$ cat config.mk
export PLATFORM = sky130hd
export DESIGN_NAME = edge_detector_bank
export DESIGN_NICKNAME = d
export VERILOG_FILES = /design/src/rtl/edge_detector_bank_pkg.sv /design/src/rtl/edge_detector_bank_channel.sv /design/src/rtl/edge_detector_bank.sv
export SDC_FILE = /design/constraint.sdc
export NUM_CORES = 1
export LEC_CHECK = 0
export CAP_MARGIN = 25
export CORE_MARGIN = 8
export CORE_UTILIZATION = 51
export CTS_BUF_LIST = sky130_fd_sc_hd__clkbuf_8
export CTS_CLUSTER_SIZE = 40
export DETAILED_ROUTE_END_ITERATION = 6
export PLACE_DENSITY_LB_ADDON = 0.08
export SLEW_MARGIN = 10
export SYNTH_ARGS = -nofsm -noshare
export SYNTH_HDL_FRONTEND = slang
export SYNTH_HIERARCHICAL = 1
export SYNTH_SLANG_ARGS = --single-unit
$ cat constraint.sdc
create_clock -name CLK -period 1.57 [get_ports CLK]
set_input_delay 0.157 -clock CLK [delete_from_list [all_inputs] [get_ports CLK]]
set_output_delay 0.157 -clock CLK [all_outputs]
set_load 0.01 [all_outputs]
$ cat src/rtl/edge_detector_bank_pkg.sv
// Shared definitions for the edge detector bank: event-mode encoding and
// counter sizing helpers.
package edge_pkg;

   typedef enum logic [1:0] {
      MODE_OFF  = 2'b00,
      MODE_RISE = 2'b01,
      MODE_FALL = 2'b10,
      MODE_BOTH = 2'b11
   } mode_e;

   // Ceiling log2; returns 0 for v <= 1.
   function automatic int unsigned clog2(input int unsigned v);
      int unsigned r;
      r = 0;
      for (int unsigned i = 0; i < 32; i++) begin
         if ((64'd1 << i) < 64'(v)) r = i + 1;
      end
      return r;
   endfunction

   // True when a registered pulse matches the channel's event mode.
   function automatic logic edge_qualifies(input mode_e m, input logic rise, input logic fall);
      logic q;
      q = 1'b0;
      case (m)
         MODE_OFF:  q = 1'b0;
         MODE_RISE: q = rise;
         MODE_FALL: q = fall;
         MODE_BOTH: q = rise | fall;
         default:   q = 1'b0;
      endcase
      return q;
   endfunction

endpackage

$ cat src/rtl/edge_detector_bank_channel.sv
// One channel of the edge detector bank: synchroniser, debounce filter,
// edge pulses, sticky flag and saturating event counter.
module edge_channel
   import edge_pkg::*;
#(
   parameter int unsigned SYNC_STAGES     = 2,
   parameter int unsigned DEBOUNCE_CYCLES = 4,
   parameter int unsigned CNT_W           = 8
) (
   input  logic             CLK,
   input  logic             RST,
   input  logic             SAMPLE_IN,
   input  logic [1:0]       MODE,
   input  logic             CLEAR,
   output logic             LEVEL_OUT,
   output logic             RISE_EDGE_OUT,
   output logic             FALL_EDGE_OUT,
   output logic             EVENT_FLAG,
   output logic [CNT_W-1:0] EVENT_CNT
);

   localparam int unsigned DW_RAW = clog2(DEBOUNCE_CYCLES);
   localparam int unsigned DW     = (DW_RAW < 1) ? 1 : DW_RAW;
   localparam logic [DW-1:0]    DCNT_LAST = DW'(DEBOUNCE_CYCLES - 1);
   localparam logic [CNT_W-1:0] CNT_MAX   = '1;
   localparam logic [CNT_W-1:0] CNT_ONE   = CNT_W'(1);

   logic [SYNC_STAGES-1:0] sync_q;
   logic                   sync_i;
   logic                   stable_q;
   logic                   stable_next;
   logic [DW-1:0]          dcnt_q;
   logic [DW-1:0]          dcnt_next;
   logic                   rise_q;
   logic                   fall_q;
   logic                   qualified;
   logic                   flag_q;
   logic [CNT_W-1:0]       cnt_q;

   assign sync_i = sync_q[SYNC_STAGES-1];

   always_ff @(posedge CLK) begin
      if (RST) begin
         sync_q <= '0;
      end else begin
         sync_q[0] <= SAMPLE_IN;
         for (int unsigned i = 1; i < SYNC_STAGES; i++) begin
            sync_q[i] <= sync_q[i-1];
         end
      end
   end

   // A new level is accepted only after it has differed from the stable
   // level for DEBOUNCE_CYCLES consecutive cycles.
   always_comb begin
      stable_next = stable_q;
      dcnt_next   = '0;
      if (sync_i != stable_q) begin
         if (dcnt_q == DCNT_LAST) begin
            stable_next = sync_i;
         end else begin
            dcnt_next = dcnt_q + 1'b1;
         end
      end
   end

   always_ff @(posedge CLK) begin
      if (RST) begin
         stable_q <= 1'b0;
         dcnt_q   <= '0;
         rise_q   <= 1'b0;
         fall_q   <= 1'b0;
      end else begin
         stable_q <= stable_next;
         dcnt_q   <= dcnt_next;
         rise_q   <= ~stable_q & stable_next;
         fall_q   <= stable_q & ~stable_next;
      end
   end

   assign qualified = edge_qualifies(mode_e'(MODE), rise_q, fall_q);

   // A qualified edge coinciding with CLEAR restarts the count at one.
   always_ff @(posedge CLK) begin
      if (RST) begin
         flag_q <= 1'b0;
         cnt_q  <= '0;
      end else if (CLEAR) begin
         flag_q <= qualified;
         cnt_q  <= qualified ? CNT_ONE : '0;
      end else if (qualified) begin
         flag_q <= 1'b1;
         if (cnt_q != CNT_MAX) cnt_q <= cnt_q + 1'b1;
      end
   end

   assign LEVEL_OUT     = stable_q;
   assign RISE_EDGE_OUT = rise_q;
   assign FALL_EDGE_OUT = fall_q;
   assign EVENT_FLAG    = flag_q;
   assign EVENT_CNT     = cnt_q;

endmodule

$ cat src/rtl/edge_detector_bank.sv
// Multi-channel edge detector: one edge_channel per input bit, plus an
// aggregated event indication.
module edge_detector_bank #(
   parameter int unsigned NUM_CH          = 4,
   parameter int unsigned SYNC_STAGES     = 2,
   parameter int unsigned DEBOUNCE_CYCLES = 4,
   parameter int unsigned CNT_W           = 8
) (
   input  logic                    CLK,
   input  logic                    RST,
   input  logic [NUM_CH-1:0]       SAMPLE_IN,
   input  logic [2*NUM_CH-1:0]     MODE,
   input  logic [NUM_CH-1:0]       CLEAR,
   output logic [NUM_CH-1:0]       LEVEL_OUT,
   output logic [NUM_CH-1:0]       RISE_EDGE_OUT,
   output logic [NUM_CH-1:0]       FALL_EDGE_OUT,
   output logic [NUM_CH-1:0]       EVENT_FLAG,
   output logic [CNT_W*NUM_CH-1:0] EVENT_CNT,
   output logic                    ANY_EVENT
);

   for (genvar i = 0; i < NUM_CH; i++) begin : g_ch
      edge_channel #(
         .SYNC_STAGES    (SYNC_STAGES),
         .DEBOUNCE_CYCLES(DEBOUNCE_CYCLES),
         .CNT_W          (CNT_W)
      ) u_ch (
         .CLK          (CLK),
         .RST          (RST),
         .SAMPLE_IN    (SAMPLE_IN[i]),
         .MODE         (MODE[2*i +: 2]),
         .CLEAR        (CLEAR[i]),
         .LEVEL_OUT    (LEVEL_OUT[i]),
         .RISE_EDGE_OUT(RISE_EDGE_OUT[i]),
         .FALL_EDGE_OUT(FALL_EDGE_OUT[i]),
         .EVENT_FLAG   (EVENT_FLAG[i]),
         .EVENT_CNT    (EVENT_CNT[CNT_W*i +: CNT_W])
      );
   end

   assign ANY_EVENT = |EVENT_FLAG;

endmodule
# == After elaboration in Yosys (flattened, before gate mapping) ==
# Cells that the tools add are included.
# word_totals
ff_bits,64
inputBits,18
wordCells,141
# classes
addsub,8
eq_ne,24
mux,36
bitwise_logic,24
reduce_logical,21
# ops
cell,n
8-bit 2-to-1 mux,12
8-bit by 1-bit adder with 8-bit output (second input constant),4
8-bit != test (second input constant),4
2-bit == test (second input constant),12
1-bit 2-to-1 mux,20
1-bit one-hot mux with 4 select lines,4
2-bit nonzero test,8
1-bit NOT,12
3-bit OR reduction,4
2-bit by 1-bit adder with 2-bit output (second input constant),4
1-bit AND,8
2-bit by 1-bit == test with 1-bit output (second input constant),4
2-bit zero test,4
2-bit AND reduction,4
1-bit != test,4
1-bit bitwise OR,4
4-bit OR reduction,1

# == Logic depth before layout (Yosys ltp) ==
# Gate-level depths: netlist of the first run.
# depth
ltp_word,5
ltp_mapped,5
depth_no_buf,5

# == By module ==
# Netlist of the first run, hierarchy kept.
# modules_own_cells
mod,instances,cells_each,area_each_um2,seq_area_each_um2
edge_channel,4,69,683.2,320.3
edge_detector_bank,1,1,7.5,0.0

# == Worst setup path before layout of the first run ==
# No wires, ideal clock.
# synth_timing
path_kind,reg-to-reg
start,register g_ch[0].u_ch.cnt_q[0]
end,register g_ch[0].u_ch.cnt_q[5]
setup_time_ns,0.070
arrival_time_ns,1.293
t_required_ns,1.500
path_slack_ns,0.207
stages_incl_launch_ff,6
synth_period_minus_slack_ns,1.363
cell_sequence,dfxtp_1 -> ha_1 -> nand3_1 -> o211ai_2 -> or3_1 -> a21oi_1
# synth_between
elab_chain_len,4
# synth_rtl
element,line,text
start: declaration,edge_detector_bank_channel.sv:38,logic [CNT_W-1:0] cnt_q;
start signal: assignment,edge_detector_bank_channel.sv:90,cnt_q <= qualified ? CNT_ONE : '0;
start signal: assignment,edge_detector_bank_channel.sv:93,if (cnt_q != CNT_MAX) cnt_q <= cnt_q + 1'b1;
8-bit by 1-bit adder with 8-bit output,edge_detector_bank_channel.sv:93,
8-bit 2-to-1 mux,edge_detector_bank_channel.sv:93,
8-bit 2-to-1 mux,edge_detector_bank_channel.sv:91,end else if (qualified) begin
8-bit 2-to-1 mux,edge_detector_bank_channel.sv:88,end else if (CLEAR) begin
# Parallel ways exist; a longest one is shown, timed or not. The select of a mux whose other input is x is not followed.
# A chain may end at the register's enable or synchronous reset.

# == Final worst setup path of the first run ==
# layout_timing
start,register g_ch[1].u_ch.cnt_q[4]
end,output EVENT_CNT[12]
# layout_lines
element,line,text
start: declaration,edge_detector_bank_channel.sv:38,
start signal: assignment,edge_detector_bank_channel.sv:90,
start signal: assignment,edge_detector_bank_channel.sv:93,
end: declaration,edge_detector_bank.sv:18,"output logic [CNT_W*NUM_CH-1:0] EVENT_CNT,"
# No word-level cell between the ends.

==> impl_results.md, run 1 <==
* DR vias at 2253
* Final cell count without fillers at 424
* Most frequent cells in the layout: clkdlybuf4s50_1, dfxtp_1, nor2_1
* Gr usage total at 0.1576
* Pin count of the biggest net entering global routing at 34
* Placer Congestion at 0.8371
* Main synth FF type: dfxtp_1
* Clk_skew at 0.004592 ns
* Post-synth EDFFs at 0
* Share of Yosys cell area claimed by the top area cell type at 0.4676
* Peak supply drop at 0.5543 mV
* Setup Buffers After CTS at 0
* Clock Tree Root: clkbuf_8
* Seq/Total Area, Yosys at 0.4676
* Vias in the first global route at 2125
* Slew @ Worst Pin at 0.3485 ns
* Initial drt markers at 69
* Crit path DAT at 1.36 ns
* Max Cap Violations at 0
* Routed WL at 5.936 mm
* Slew Limit Fails at 0
* Register bit total from synthesis at 64
* Register area at 0.001289 mm²
* P&R area growth vs syn at 35.30%
* Avg Cell Area, Syn at 9.892 µm²
* Status: complete, no violations
* Starting Density at 0.5331
* Port Buffers at 66
* First-pass GRT wire length at 9.818 mm
* Post-synthesis cell area at 0.002740 mm²
* Number of I/O pins at 67
* Minimum clock period at 1.514 ns
* CP Capture Type: output port
* Net count after synthesis at 303
* Startpoint Class: register
* Clock Latency Late Sink at 0.32 ns
* Fin Hold WS at 0.3841 ns
* Total die area at 0.007974 mm²
* CTS tree: yes
* Worst path buffer plus inverter count at 1
* Longest Clk Path Bufs at 2
* Fill cells at 441
* Async S/R FF share, synth at 0
* Row count at 26
* CP max FO at 5
* Final setup vio count at 0
* Via-to-Cell Ratio at 5.314
* CP top delay family: buffers and inverters
* Gr ovfl total at 0
* Netlist cell types at 32
* CP Data Required Time at 1.41 ns
* Number of buffers created by CTS at 9
* Clock transition at path regs at 0.07 ns
* Cells after DPL at 409
* Synth warn at 6
* Final antenna diode count at 0
* Nets at 376
* ANT nets after route at 0
* PwrDens at 831.1 mW/mm²
* Initial antenna violation count at 0
* Achievable Freq at 0.6604 GHz
* Multi-input logic area at 0.001416 mm²
* Max stage delay cell, worst path: clkdlybuf4s50_1
* Leading area contributor after synthesis: dfxtp_1
* Core box area at 0.005140 mm²
* CTS H-tree depth at 3
* Area contributors post-synth: dfxtp_1, nor2_1, xor2_1
* Max transition margin at 0.7677
* Cells after Synth at 277
* Die W at 89.30 µm
* Critical-path cell list: clkdlybuf4s50_1
* Leak at 1.450 nW
* WS Path Type: register to output port
* Final Hold Viols at 0
* Final worst path period share at 0.9645
* Max stage delay on crit path at 0.59 ns
* # DRC at 0
* CTS sink count at 64
* Wirelength per Cell at 14.00 µm
* Dpl hpwl at 4.415 mm
* First-pass iteration count of the detailed router at 2
* Most common cell after layout, fill and taps aside: clkdlybuf4s50_1
* Setup TNS at 0 ns
* Hold Path Class: primary input to register
* DIE HEIGHT at 89.30 µm
* Share of layout cells above drive strength 1 at 0.1384
-- registers in the layout, summed over array words and instances (netlist names) --
name	flops
g_ch.u_ch/FALL_EDGE_OUT	4
g_ch.u_ch/sync_q	8
g_ch.u_ch/dcnt_q	8
g_ch.u_ch/LEVEL_OUT	4
g_ch.u_ch/EVENT_CNT	32
g_ch.u_ch/EVENT_FLAG	4
g_ch.u_ch/RISE_EDGE_OUT	4
-- power by group --
group	internal (mW)	leakage (nW)	switching, mW
combinational	0.0616	0.827	0.0457
clock	0.753	0.103	0.578
sequential	1.64	0.520	0.00628
total	2.45	1.45	0.630
-- synthesized netlist by cell type (8+ instances only) --
library cell	n
o211ai_1	8
or3_1	12
ha_1	8
a21oi_1	12
xor2_1	12
mux2i_1	8
nor2b_1	8
and3_1	8
inv_1	8
clkbuf_1	8
dfxtp_1	64
nor3_1	8
nor2_1	36
o21ai_0	8
-- metrics by stage --
step | utilization | setup slack (ns) | area (µm²) | power, mW
floorplan | - | 0.2070 | 2740 | 1.721
global placement | 0.6811 | 0.07184 | 3501 | 1.784
detailed placement | 0.6811 | 0.05479 | 3501 | 1.787
CTS | 0.7164 | 0.01077 | 3682 | 3.117
global route | 0.7213 | -0.01024 | 3707 | 3.194
finish | 0.7213 | 0.05573 | 3707 | 3.081
-- logic make-up after synthesis --
kind of cell / count (synthesis) / share of synthesized area
mux: 8 / 0.02922
xor+xnor: 16 / 0.05114
simple gates: 109 / 0.2384
buf+inv: 16 / 0.02192
compound gates: 56 / 0.1553
fa+ha+maj: 8 / 0.03653
flops: 64 / 0.4676
-- layout make-up --
type | instances | share of cell area
timing repair buffer | 70 | 0.1883
tap | 70 | 0.02362
sequential | 64 | 0.3476
clock inverter | 5 | 0.01316
multi-input combinational | 197 | 0.3820
inverter | 8 | 0.008100
clock buffer | 10 | 0.03712
-- path summary, 6_finish.rpt --
kind	from	endpoint	slack, ns	cells after the start
worst min-delay path	SAMPLE_IN[2]	g_ch[2].u_ch/sync_q[0]$_SDFF_PP0_	0.38	2
worst max-delay path	g_ch[1].u_ch/EVENT_CNT[4]$_SDFFE_PP0P_	EVENT_CNT[12]	0.06	1
worst max register to register	g_ch[2].u_ch/EVENT_CNT[1]$_SDFFE_PP0P_	g_ch[2].u_ch/EVENT_CNT[7]$_SDFFE_PP0P_	0.12	5
worst min register to register	g_ch[1].u_ch/dcnt_q[0]$_SDFF_PP0_	g_ch[1].u_ch/dcnt_q[0]$_SDFF_PP0_	0.42	1
-- worst reg2reg max path, stage by stage, from the launching register on --
cell	delay (ns)
dfxtp_1	0.34
ha_1	0.23
nand3_1	0.20
o211ai_2	0.16
or3_1	0.33
a21oi_1	0.13
-- metal layers --
| layer | wire (µm) | global-route usage |
|---|---|---|
| met3 | 476 | 0.06526 |
| met5 | 0 | 0 |
| met1 | 2666 | 0.1878 |
| met4 | 66 | 0.04985 |
| met2 | 2726 | 0.2512 |
-- what timing repair did --
item,CTS,global route
endpoints found under the hold margin,0,0
hold buffers,0,0
endpoints found under the setup margin,1,13
pin swaps,0,1
gates resized for setup,4,10
Power figures use the tool's default switching activity.
==> run 2, diff against run 1 <==
Settings changed: CORE_UTILIZATION 51 to 40, GPL_TIMING_DRIVEN set to 0.
==> run 2 against run 1 <==
Critical path depth unchanged. Die area increased by 22%. Cell area is 0.30% lower. Worst hold slack worse by 0.20 ns. Cell count up 2.6%. First-iteration DRC count down 7.2%. Fmax grew 0.25%. Sequential share of layout area grew 0.21 points. Register-to-register slack gained 0.02 ns. Non-clock buffer count rose by 3. Power decreased by 4.8%. Clock skew is 0.0020 ns higher. Largest cell class unchanged.
==> impl_results.md, run 2 (synthesized netlist as in run 1, its figures left out) <==
* Critical path capture point: EVENT_CNT[10] (was EVENT_CNT[12])
* Hold Startpoint: RST (was SAMPLE_IN[2])
* Final setup vio count at 0 (unchanged)
* CP max FO at 6 (was 5)
* Routed WL at 5.940 mm (was 5.936 mm)
* CTS sink count at 64 (unchanged)
* Minimum clock period at 1.511 ns (was 1.514 ns)
* Gr usage total at 0.1312 (was 0.1576)
* Max transition margin at 0.7377 (was 0.7677)
* Max Used Layer: met4 (unchanged)
* Core box area at 0.006719 mm² (was 0.005140 mm²)
* CP Data Required Time at 1.41 ns (about the same)
* Final antenna diode count at 0 (unchanged)
* DP Area at 0.003491 mm² (was 0.003501 mm²)
* Max stage delay cell, worst path: clkdlybuf4s50_1 (unchanged)
* Leak at 1.409 nW (was 1.450 nW)
* Dpl hpwl at 4.393 mm (was 4.415 mm)
* RR Startpoint: g_ch[0].u_ch/EVENT_CNT[0]$_SDFFE_PP0P_ (was g_ch[2].u_ch/EVENT_CNT[1]$_SDFFE_PP0P_)
* DR WL met3 at 431 µm (was 476 µm)
* Hold buffer count at CTS at 0 (unchanged)
* Crit path DAT at 1.35 ns (was 1.36 ns)
* R2r worst-path depth at 5 (unchanged)
* Met2 wire len at 2.435 mm (was 2.726 mm)
* Setup Buffers After CTS at 0 (unchanged)
* Clock Latency Late Sink at 0.33 ns (was 0.32 ns)
* Total die area at 0.009755 mm² (was 0.007974 mm²)
* Clock Tree Root: clkbuf_8 (unchanged)
* Slew Limit Fails at 0 (unchanged)
* CTS H-tree depth at 3 (unchanged)
* ANT nets after route at 0 (unchanged)
* DR vias at 2216 (was 2253)
* Via-to-Cell Ratio at 5.094 (was 5.314)
* Max Cap Violations at 0 (unchanged)
* Nets at 379 (was 376)
* Row count at 30 (was 26)
* Die W at 98.77 µm (was 89.30 µm)
* WS Path Type: register to output port (unchanged)
* CP Capture Type: output port (unchanged)
* Initial antenna violation count at 0 (unchanged)
* Status: complete, no violations (unchanged)
* Placer Congestion at 0.7528 (was 0.8371)
* WP depth at 1 (unchanged)
* Max stage delay on crit path at 0.58 ns (was 0.59 ns)
* Longest Clk Path Bufs at 2 (unchanged)
* Peak supply drop at 0.4888 mV (was 0.5543 mV)
* Cells after DPL at 422 (was 409)
* Wirelength per Cell at 13.66 µm (was 14.00 µm)
* Most common cell after layout, fill and taps aside: clkdlybuf4s50_1 (unchanged)
* Port Buffers at 65 (was 66)
* PwrDens at 793.4 mW/mm² (was 831.1 mW/mm²)
* P&R area growth vs syn at 34.89% (was 35.30%)
* Clk_skew at 0.006601 ns (was 0.004592 ns)
* CP top delay family: buffers and inverters (unchanged)
* DIE HEIGHT at 98.77 µm (was 89.30 µm)
* Final Hold Viols at 0 (unchanged)
* Number of buffers created by CTS at 9 (unchanged)
* R2r setup slk at 0.14 ns (was 0.12 ns)
* First-pass iteration count of the detailed router at 4 (was 2)
* Initial drt markers at 64 (was 69)
* Most frequent cells in the layout: clkdlybuf4s50_1, dfxtp_1, nor2_1 (unchanged)
* CTS tree: yes (unchanged)
* Achievable Freq at 0.6620 GHz (was 0.6604 GHz)
* Share of layout cells above drive strength 1 at 0.1380 (was 0.1384)
* First-pass GRT wire length at 10.52 mm (was 9.818 mm)
* Vias in the first global route at 2233 (was 2125)
* Slew @ Worst Pin at 0.3935 ns (was 0.3485 ns)
* Hold Path Class: primary input to register (unchanged)
* Max reg flops at 32 (unchanged)
* Starting Density at 0.4078 (was 0.5331)
* Final core occ at 0.5501 (was 0.7213)
* # DRC at 0 (unchanged)
* Critical R2R Capture: g_ch[0].u_ch/EVENT_CNT[3]$_SDFFE_PP0P_ (was g_ch[2].u_ch/EVENT_CNT[7]$_SDFFE_PP0P_)
* Final Cell Area at 0.003696 mm² (was 0.003707 mm²)
* Final cell count without fillers at 435 (was 424)
* Pin count of the biggest net entering global routing at 11 (was 34)
* Worst setup path start: g_ch[1].u_ch/EVENT_CNT[2]$_SDFFE_PP0P_ (was g_ch[1].u_ch/EVENT_CNT[4]$_SDFFE_PP0P_)
* Worst path buffer plus inverter count at 1 (unchanged)
* Startpoint Class: register (unchanged)
* Final worst path period share at 0.9621 (was 0.9645)
* Number of I/O pins at 67 (unchanged)
* Clock transition at path regs at 0.07 ns (about the same)
* Critical-path cell list: clkdlybuf4s50_1 (unchanged)
* DRT met1 WL at 2.989 mm (was 2.666 mm)
* Gr ovfl total at 0 (unchanged)
[run 2: changes by cell type in the layout (fill, tap and decap cells not counted), moves of 2 or more]
cell	previous run	this run
clkbuf_1	0	8
clkinv_2	3	1
o21ai_1	4	2
dfxtp_1	58	55
dfxtp_2	6	9
o21ai_2	0	2
buf_4	3	0
[run 2: worst min-delay path by stage]
| stage | to | slack [ns] | cells past startpoint |
|---|---|---|---|
| after global routing | g_ch[1].u_ch/LEVEL_OUT$_SDFF_PP0_ | 0.21 | 2 |
| after global placement | g_ch[2].u_ch/dcnt_q[0]$_SDFF_PP0_ | 0.40 | 1 |
| after floorplan | g_ch[0].u_ch/sync_q[0]$_SDFF_PP0_ | 0.29 | 1 |
| after CTS | g_ch[2].u_ch/LEVEL_OUT$_SDFF_PP0_ | 0.17 | 2 |
| after detailed placement | g_ch[3].u_ch/dcnt_q[0]$_SDFF_PP0_ | 0.41 | 1 |
| final | g_ch[2].u_ch/LEVEL_OUT$_SDFF_PP0_ | 0.18 | 2 |
[run 2: layer usage]
metal | global-route usage | up-vias
met5 | 0 | -
met4 | 0.06375 | 0
met3 | 0.05356 | 9
met2 | 0.1814 | 55
met1 | 0.1709 | 1003
li1 | - | 1149
[run 2: final cells by class]
cell class                 instances  area (µm²)
clock inverter                     2       8.758
sequential                        64        1292
inverter                           8       30.03
clock buffer                      11       151.4
tap                               80       100.1
buffer                             8       30.03
fill                             621        3023
multi-input combinational        197        1438
timing repair buffer              65       645.6
[run 2: timing repair]
| action | 4_1_cts | 5_1_grt |
|---|---|---|
| endpoints found under the setup margin | 4 | 23 |
| resized for setup | 8 | 13 |
| pin swaps | 0 | 2 |
[run 2: power by group]
part	switching [mW]	leakage, nW	internal (mW)
Sequential	0.00673	0.522	1.64
Clock	0.563	0.0883	0.624
Combinational	0.0457	0.798	0.0566
Total	0.615	1.41	2.32
[run 2: per-stage QoR]
step                      worst slack (ns)  hold slack [ns]  power [mW]   TNS [ns]
after floorplan                     0.2070           0.2852       1.721          0
after global placement             0.08076           0.4050       1.781          0
after detailed placement           0.06789           0.4142       1.782          0
after CTS                          0.01043           0.1654       2.983          0
after global routing             -0.008529           0.2077       3.059  -0.008529
final                              0.05949           0.1827       2.932          0
